File: config.mk
export PLATFORM = sky130hd
export DESIGN_NAME = logic_unit_pipe
export DESIGN_NICKNAME = d
export VERILOG_FILES = /design/src/rtl/logic_unit_pipe.sv
export SDC_FILE = /design/constraint.sdc
export NUM_CORES = 1
export LEC_CHECK = 0
export ABC_AREA = 1
export CORE_MARGIN = 2
export CORE_UTILIZATION = 30
export DETAILED_ROUTE_END_ITERATION = 16
export PLACE_DENSITY = 0.62
export SLEW_MARGIN = 40
export SYNTH_ARGS = -nofsm -noshare
export SYNTH_HDL_FRONTEND = slang
export SYNTH_SLANG_ARGS = --single-unit
File: constraint.sdc
create_clock -name clk -period 2 [get_ports clk]
set_input_delay 0.3 -clock clk [delete_from_list [all_inputs] [get_ports clk]]
set_output_delay 0.3 -clock clk [all_outputs]
set_load 0.01 [all_outputs]
File: src/rtl/logic_unit_pipe.sv
// logic_unit_pipe: pipelined WIDTH-bit bitwise logic unit with valid/ready handshake
//   Ports: clk, rst (async, active-high)
//          in_valid/in_ready/in_op/in_a/in_b   - input beat (op: AND,OR,XOR,NAND,NOR,XNOR,ANDN,PASSA)
//          out_valid/out_ready/out_y/out_op    - result beat, from the last stage
//          busy                                - any stage holds a valid beat
//          out_zero/out_parity                 - result flags, only with LOGIC_UNIT_PIPE_FLAGS_EN defined
module logic_unit_pipe #(
  parameter int WIDTH  = 32,
  parameter int STAGES = 2
) (
  input  logic             clk,
  input  logic             rst,
  input  logic             in_valid,
  output logic             in_ready,
  input  logic [2:0]       in_op,
  input  logic [WIDTH-1:0] in_a,
  input  logic [WIDTH-1:0] in_b,
  output logic             out_valid,
  input  logic             out_ready,
  output logic [WIDTH-1:0] out_y,
  output logic [2:0]       out_op,
  output logic             busy
`ifdef LOGIC_UNIT_PIPE_FLAGS_EN
  ,
  output logic             out_zero,
  output logic             out_parity
`endif
);
`ifdef LOGIC_UNIT_PIPE_FLAGS_EN
  localparam int FW = 2;
`else
  localparam int FW = 0;
`endif
  localparam int DW = FW + 3 + WIDTH;
  logic [STAGES-1:0] v_q, v_d, v_in, adv, ld;
  logic [DW-1:0]     d_q [STAGES];
  logic [DW-1:0]     d_in [STAGES];
  logic [DW-1:0]     d0;
  logic [WIDTH-1:0]  y_d;
  logic              accept;
  assign accept   = in_valid && in_ready;
  assign in_ready = adv[0];
  always_comb begin
    y_d = in_op == 3'd0 ? in_a & in_b    :
          in_op == 3'd1 ? in_a | in_b    :
          in_op == 3'd2 ? in_a ^ in_b    :
          in_op == 3'd3 ? ~(in_a & in_b) :
          in_op == 3'd4 ? ~(in_a | in_b) :
          in_op == 3'd5 ? ~(in_a ^ in_b) :
          in_op == 3'd6 ? in_a & ~in_b   : in_a;
  end
`ifdef LOGIC_UNIT_PIPE_FLAGS_EN
  assign d0 = {~|y_d, ^y_d, in_op, y_d};
  assign {out_zero, out_parity, out_op, out_y} = d_q[STAGES-1];
`else
  assign d0 = {in_op, y_d};
  assign {out_op, out_y} = d_q[STAGES-1];
`endif
  // A stage advances unless it and every stage after it is full while the sink stalls;
  // this is the recursive bubble-collapse rule flattened to avoid a combinational chain.
  for (genvar i = 0; i < STAGES; i++) begin : g_stage
    assign adv[i] = out_ready || !(&v_q[STAGES-1:i]);
    if (i == 0) begin : g_first
      assign d_in[i] = d0;
    end else begin : g_rest
      assign d_in[i] = d_q[i-1];
    end
  end
  assign v_in = (v_q << 1) | STAGES'(accept);
  // Data only loads with a valid beat, so idle inputs (even X) never reach the registers.
  assign ld  = adv & v_in;
  assign v_d = (adv & v_in) | (~adv & v_q);
  always_ff @(posedge clk or posedge rst) begin
    if (rst) begin
      v_q <= '0;
      for (int s = 0; s < STAGES; s++) d_q[s] <= '0;
    end else begin
      v_q <= v_d;
      for (int s = 0; s < STAGES; s++) if (ld[s]) d_q[s] <= d_in[s];
    end
  end
  assign out_valid = v_q[STAGES-1];
  assign busy      = |v_q;
endmodule

==> results of run 1 <==
## stage by stage
step / hold slack [ns] / setup WS (ns) / utilization, % / power (mW)
2_1_floorplan: 0.445 / 0.502 / - / 3.37
3_3_place_gp: 0.464 / 0.0216 / 38.5 / 4.57
3_5_place_dp: 0.462 / 0.00878 / 38.5 / 4.61
4_1_cts: 0.359 / 0.154 / 39.9 / 6.39
5_1_grt: 0.390 / 0.106 / 39.9 / 6.73
6_report: 0.377 / 0.183 / 39.9 / 6.30
## metal layers
layer	track usage, %	wire, um	up-vias
met1	23.0	9130	3161
met4	4.59	301	0
li1	-	-	3441
met5	0	0	-
met2	28.9	9660	239
met3	2.46	1300	24
## report_power, final
part | switching [mW] | internal [mW] | total [mW] | leakage, nW
logic | 1.13 | 1.29 | 2.42 | 3.82
clock network | 0.647 | 1.09 | 1.74 | 0.150
registers | 0.247 | 1.89 | 2.14 | 0.876
## layout by cell type, fill, tap and decap left out, drive strengths merged
cell	Yosys	layout
nand2	289	289
inv	202	201
nand3	131	131
clkdlybuf4s50	0	106
ha	96	96
a21oi	85	85
dfrtp	72	72
buf	20	54
mux2	35	35
nand4	32	32
o21ai	14	14
or2	12	12
clkbuf	40	11
clkinv	1	3
clkinvlp	0	2
bufinv	0	2
nor2	2	2
nor3	1	1
## state kept, by name (all words and copies together) (netlist names), named ones only
register,count
out_y,32
out_op,3
d_in,35
## kinds of logic (layout without fill, tap and decap cells)
group	Yosys count	after routing	synth area share [%]
flops	72	72	25.9
simple gates	467	467	29.4
fa+ha+maj	96	96	17.3
buf+inv	263	379	14.7
compound gates	99	99	7.12
mux	35	35	5.67
## path summary, 6_finish.rpt
| path | from | slack (ns) | cells past startpoint | to |
|---|---|---|---|---|
| worst min register to register | d_in[30] | 0.47 | 2 | d_in[30] |
| max in group asynchronous | rst | 1.25 | 3 | d_in[10] |
| worst max-delay path | flop | 0.18 | 2 | busy |
| min in group asynchronous | rst | 0.41 | 3 | out_y[27] |
| worst min-delay path | in_op[1] | 0.38 | 3 | d_in[33] |
| worst max register to register | flop | 0.70 | 6 | d_in[27] |
## cell type report
| type | instances | share of cell area (%) |
|---|---|---|
| flip-flops and latches | 72 | 19.9 |
| clock inverters | 5 | 0.898 |
| repair buffers | 160 | 18.5 |
| clock buffers | 11 | 2.57 |
| well taps | 285 | 3.94 |
| multi-input cells | 697 | 45.8 |
| inverters | 203 | 8.46 |
## worst register-to-register path: stages (launching register included)
cell and delay [ns]:
dfrtp_1 0.39, nand3_1 0.15, nand2_2 0.15, buf_12 0.24, buf_4 0.21, nand2_1 0.06, nand2_1 0.06
==> qor.yml, run 1 <==
core-area_um2: 22700
period_share_pct: 90.9
overflow: 0
ant_nets: 0
ys.flop_type: "dfrtp_1"
grt_max_degree: 73
nets: 1310
cp-end-kind: "output port"
finalClockSkew_ns: 0.00842
routed_wirelength_um: 20400
crit_path_max_incr_delay_ns: 0.48
areaGrowthSynthToFinish_pct: 30.2
fin_cells: 1433
clockRootBuffer: "clkbuf_16"
ys_warn_count: 0
worst-path-buf-inv: 1
cp_top_family: "buffers and inverters"
post_cts_buffers: 0
drt_iter0_markers: 557
setup_viol: 0
hp-class: "primary input to flop"
vias: 6865
die_w_um: 156
max_slew_margin_pct: 71.8
first_pass_iters: 5
synthCells: 1032
die_y_um: 156
grtUsageTotal_pct: 17.2
io_buffers: 108
die_area_um2: 24400
startpoint_type: "flop"
cp.required_ns: 1.70
fin_crit_ns: 1.82
synthTopCellsByCount: "288 x nand2_1, 198 x inv_1, 131 x nand3_1, 96 x ha_1, 85 x a21oi_1"
io-pin-count: 109
fmax_mhz: 550
gp_congestion: 0.818
avgSynthCellArea_um2: 6.74
hpwl_um: 14400
rsz0062_at_grt: "false"
grt_pass1_wl_um: 33400
synth_edf_count: 0
synth_largest_area_cell: "dfrtp_1"
slowest_stage: "clkdlybuf4s50_1"
status: "finished, final reports clean"
maxSlewViolCount: 0
holdBufCountCts: 0
start_util_pct: 30.6
place_area_um2: 8740
clkSinkCount: 72
drc_errors: 0
cts_buffer_depth: 2
syn-num-nets: 1199
n_antenna_cell: 0
clkSlewWorstSetupHoldPaths_ns: 0.06
h-tree-depth: 3
nFillCells: 2365
rows: 55
leakage_nw: 4.84
synth_seq_cells: 72
tightestPinTransition_ns: 0.423
dpl.cell_count: 1417
design_area_um2: 9050
synth-seq-area-share_pct: 25.9
cts-resized-gates: 0
synth_top_cell_area_share_pct: 25.9
wl_per_cell_um: 14.2
async_flop_share_pct: 100
worstSetupPathType: "flop to output port"
grt_pass1_vias: 6645
drive_above_1_share_pct: 11.0
tns_ns: 0
path_cells: "or2_2 -> clkdlybuf4s50_1"
final_hold_viol_count: 0
cts_tree: "yes"
yosysMostFrequentCell: "nand2_1"
synth_area_um2: 6960
clk_latency_ns: 0.35
synth_cell_types: 20
cts_buffers: 9
antenna_found_initial: 0
drv_cap: 0
crit_path_max_fanout: 4
multiInputGateArea_um2: 4140
synth_area_leaders: "dfrtp_1 26%, ha_1 17%, nand2_1 16%, inv_1 11%, nand3_1 9.4%"
seq_area_um2: 1800
crit_arrival_ns: 1.52
peakVddDrop_v: 0.000403
avgViaCountPerCell: 4.79
p_per_area_nw_per_um2: 695
Note: power is estimated with default switching activity, not from simulation.
==> run 2: changes to the inputs <==
PLACE_DENSITY = 0.54   (was 0.62)
==> run 2 against run 1 <==
Against the previous run: routed wire length increased by 3.0%; maximum frequency about the same; core utilization decreased by 0.061 points; largest power group unchanged; sequential share of layout area about the same; highest routed layer unchanged.
==> qor.yml, run 2 (synthesized netlist as in run 1, its figures left out) <==
status: "finished, final reports clean"
die_w_um: 156
tns_ns: 0
worstSetupPathType: "flop to output port"
slowest_stage: "clkdlybuf4s50_1"
areaGrowthSynthToFinish_pct: 30.0
gp_congestion: 0.834
holdBufCountCts: 0
first_pass_iters: 5
cts-resized-gates: 0
cp-end-kind: "output port"
hold_slack_ns: 0.349
cts_tree: "yes"
maxSlewViolCount: 0
clockRootBuffer: "clkbuf_16"
clkSinkCount: 72
tightestPinTransition_ns: 0.512
die_area_um2: 24400
dpl.cell_count: 1417
finalPower_mw: 6.45
rsz0062_at_grt: "false"
layout_commonest_cell: "nand2_1"
start_util_pct: 30.6
drive_above_1_share_pct: 11.0
clk_latency_ns: 0.35
p_per_area_nw_per_um2: 713
grt_pass1_wl_um: 34000
crit_path_max_fanout: 4
startpoint_type: "flop"
crit_path_max_incr_delay_ns: 0.49
peakVddDrop_v: 0.000421
post_cts_buffers: 0
io-pin-count: 109
ant_nets: 0
layout_common_cells: "285 x nand2_1, 197 x inv_1, 131 x nand3_1, 106 x clkdlybuf4s50_1, 96 x ha_1"
final_util_pct: 39.8
h-tree-depth: 3
fin_cells: 1433
path_cells: "or2_2 -> clkdlybuf4s50_1"
seq_area_um2: 1800
multiInputGateArea_um2: 4140
crit_arrival_ns: 1.52
antenna_found_initial: 0
cp_top_family: "buffers and inverters"
overflow: 0
cp.required_ns: 1.70
design_area_um2: 9040
drc_errors: 0
cts_buffers: 9
setup_viol: 0
hpwl_um: 15200
core-area_um2: 22700
final_hold_viol_count: 0
io_buffers: 108
place_ws_ns: -0.0321
worst-path-buf-inv: 1
routed_wirelength_um: 21000
max_slew_margin_pct: 65.8
wl_per_cell_um: 14.7
vias: 6801
layout_setup_ws_ns: 0.181
fmax_mhz: 550
drv_cap: 0
place_area_um2: 8700
die_y_um: 156
cts_buffer_depth: 2
grt_pass1_vias: 6600
nFillCells: 2360
clkSlewWorstSetupHoldPaths_ns: 0.07
finalClockSkew_ns: 0.0153
period_share_pct: 91.0
drt_iter0_markers: 466
grt_max_degree: 45
largest_reg_flops: 35
hp-class: "primary input to asynchronous set/reset pin"
leakage_nw: 4.84
grtUsageTotal_pct: 17.6
fin_crit_ns: 1.82
avgViaCountPerCell: 4.75
rows: 55
nets: 1310
[run 2: final timing paths]
| kind | depth (start not counted) | slack [ns] | end | from |
|---|---|---|---|---|
| setup / recovery | 2 | 0.18 | busy | flop |
| hold / removal | 2 | 0.35 | d_in[15] | rst |
| setup reg to reg | 6 | 0.72 | d_in[12] | flop |
| hold reg to reg | 2 | 0.48 | d_in[27] | d_in[27] |
| max in group asynchronous | 3 | 1.18 | d_in[12] | rst |
| min in group clk | 3 | 0.38 | d_in[33] | in_op[1] |
[run 2: final cells by class]
type / instances / share of cell area, %
timing repair buffer: 160 / 18.1
multi-input combinational: 697 / 45.8
antenna: 1 / 0.0277
clock inverter: 5 / 1.18
clock buffer: 10 / 2.53
inverter: 203 / 8.47
sequential: 72 / 19.9
tap: 285 / 3.94
[run 2: power by group]
part	leakage, nW	internal [mW]	total [mW]	switching, mW
registers	0.876	1.89	2.14	0.250
clock network	0.159	1.22	1.89	0.677
logic	3.81	1.28	2.41	1.13
total	4.84	4.39	6.45	2.06
[run 2: metal layers]
metal  vias to the layer above  track usage [%]  share of wire, %
met5                         -                0                 0
met4                         0             6.29               2.2
met3                        25             2.66               5.0
met2                       189             28.9                45
met1                      3139             23.6                48
li1                       3448                -                 -
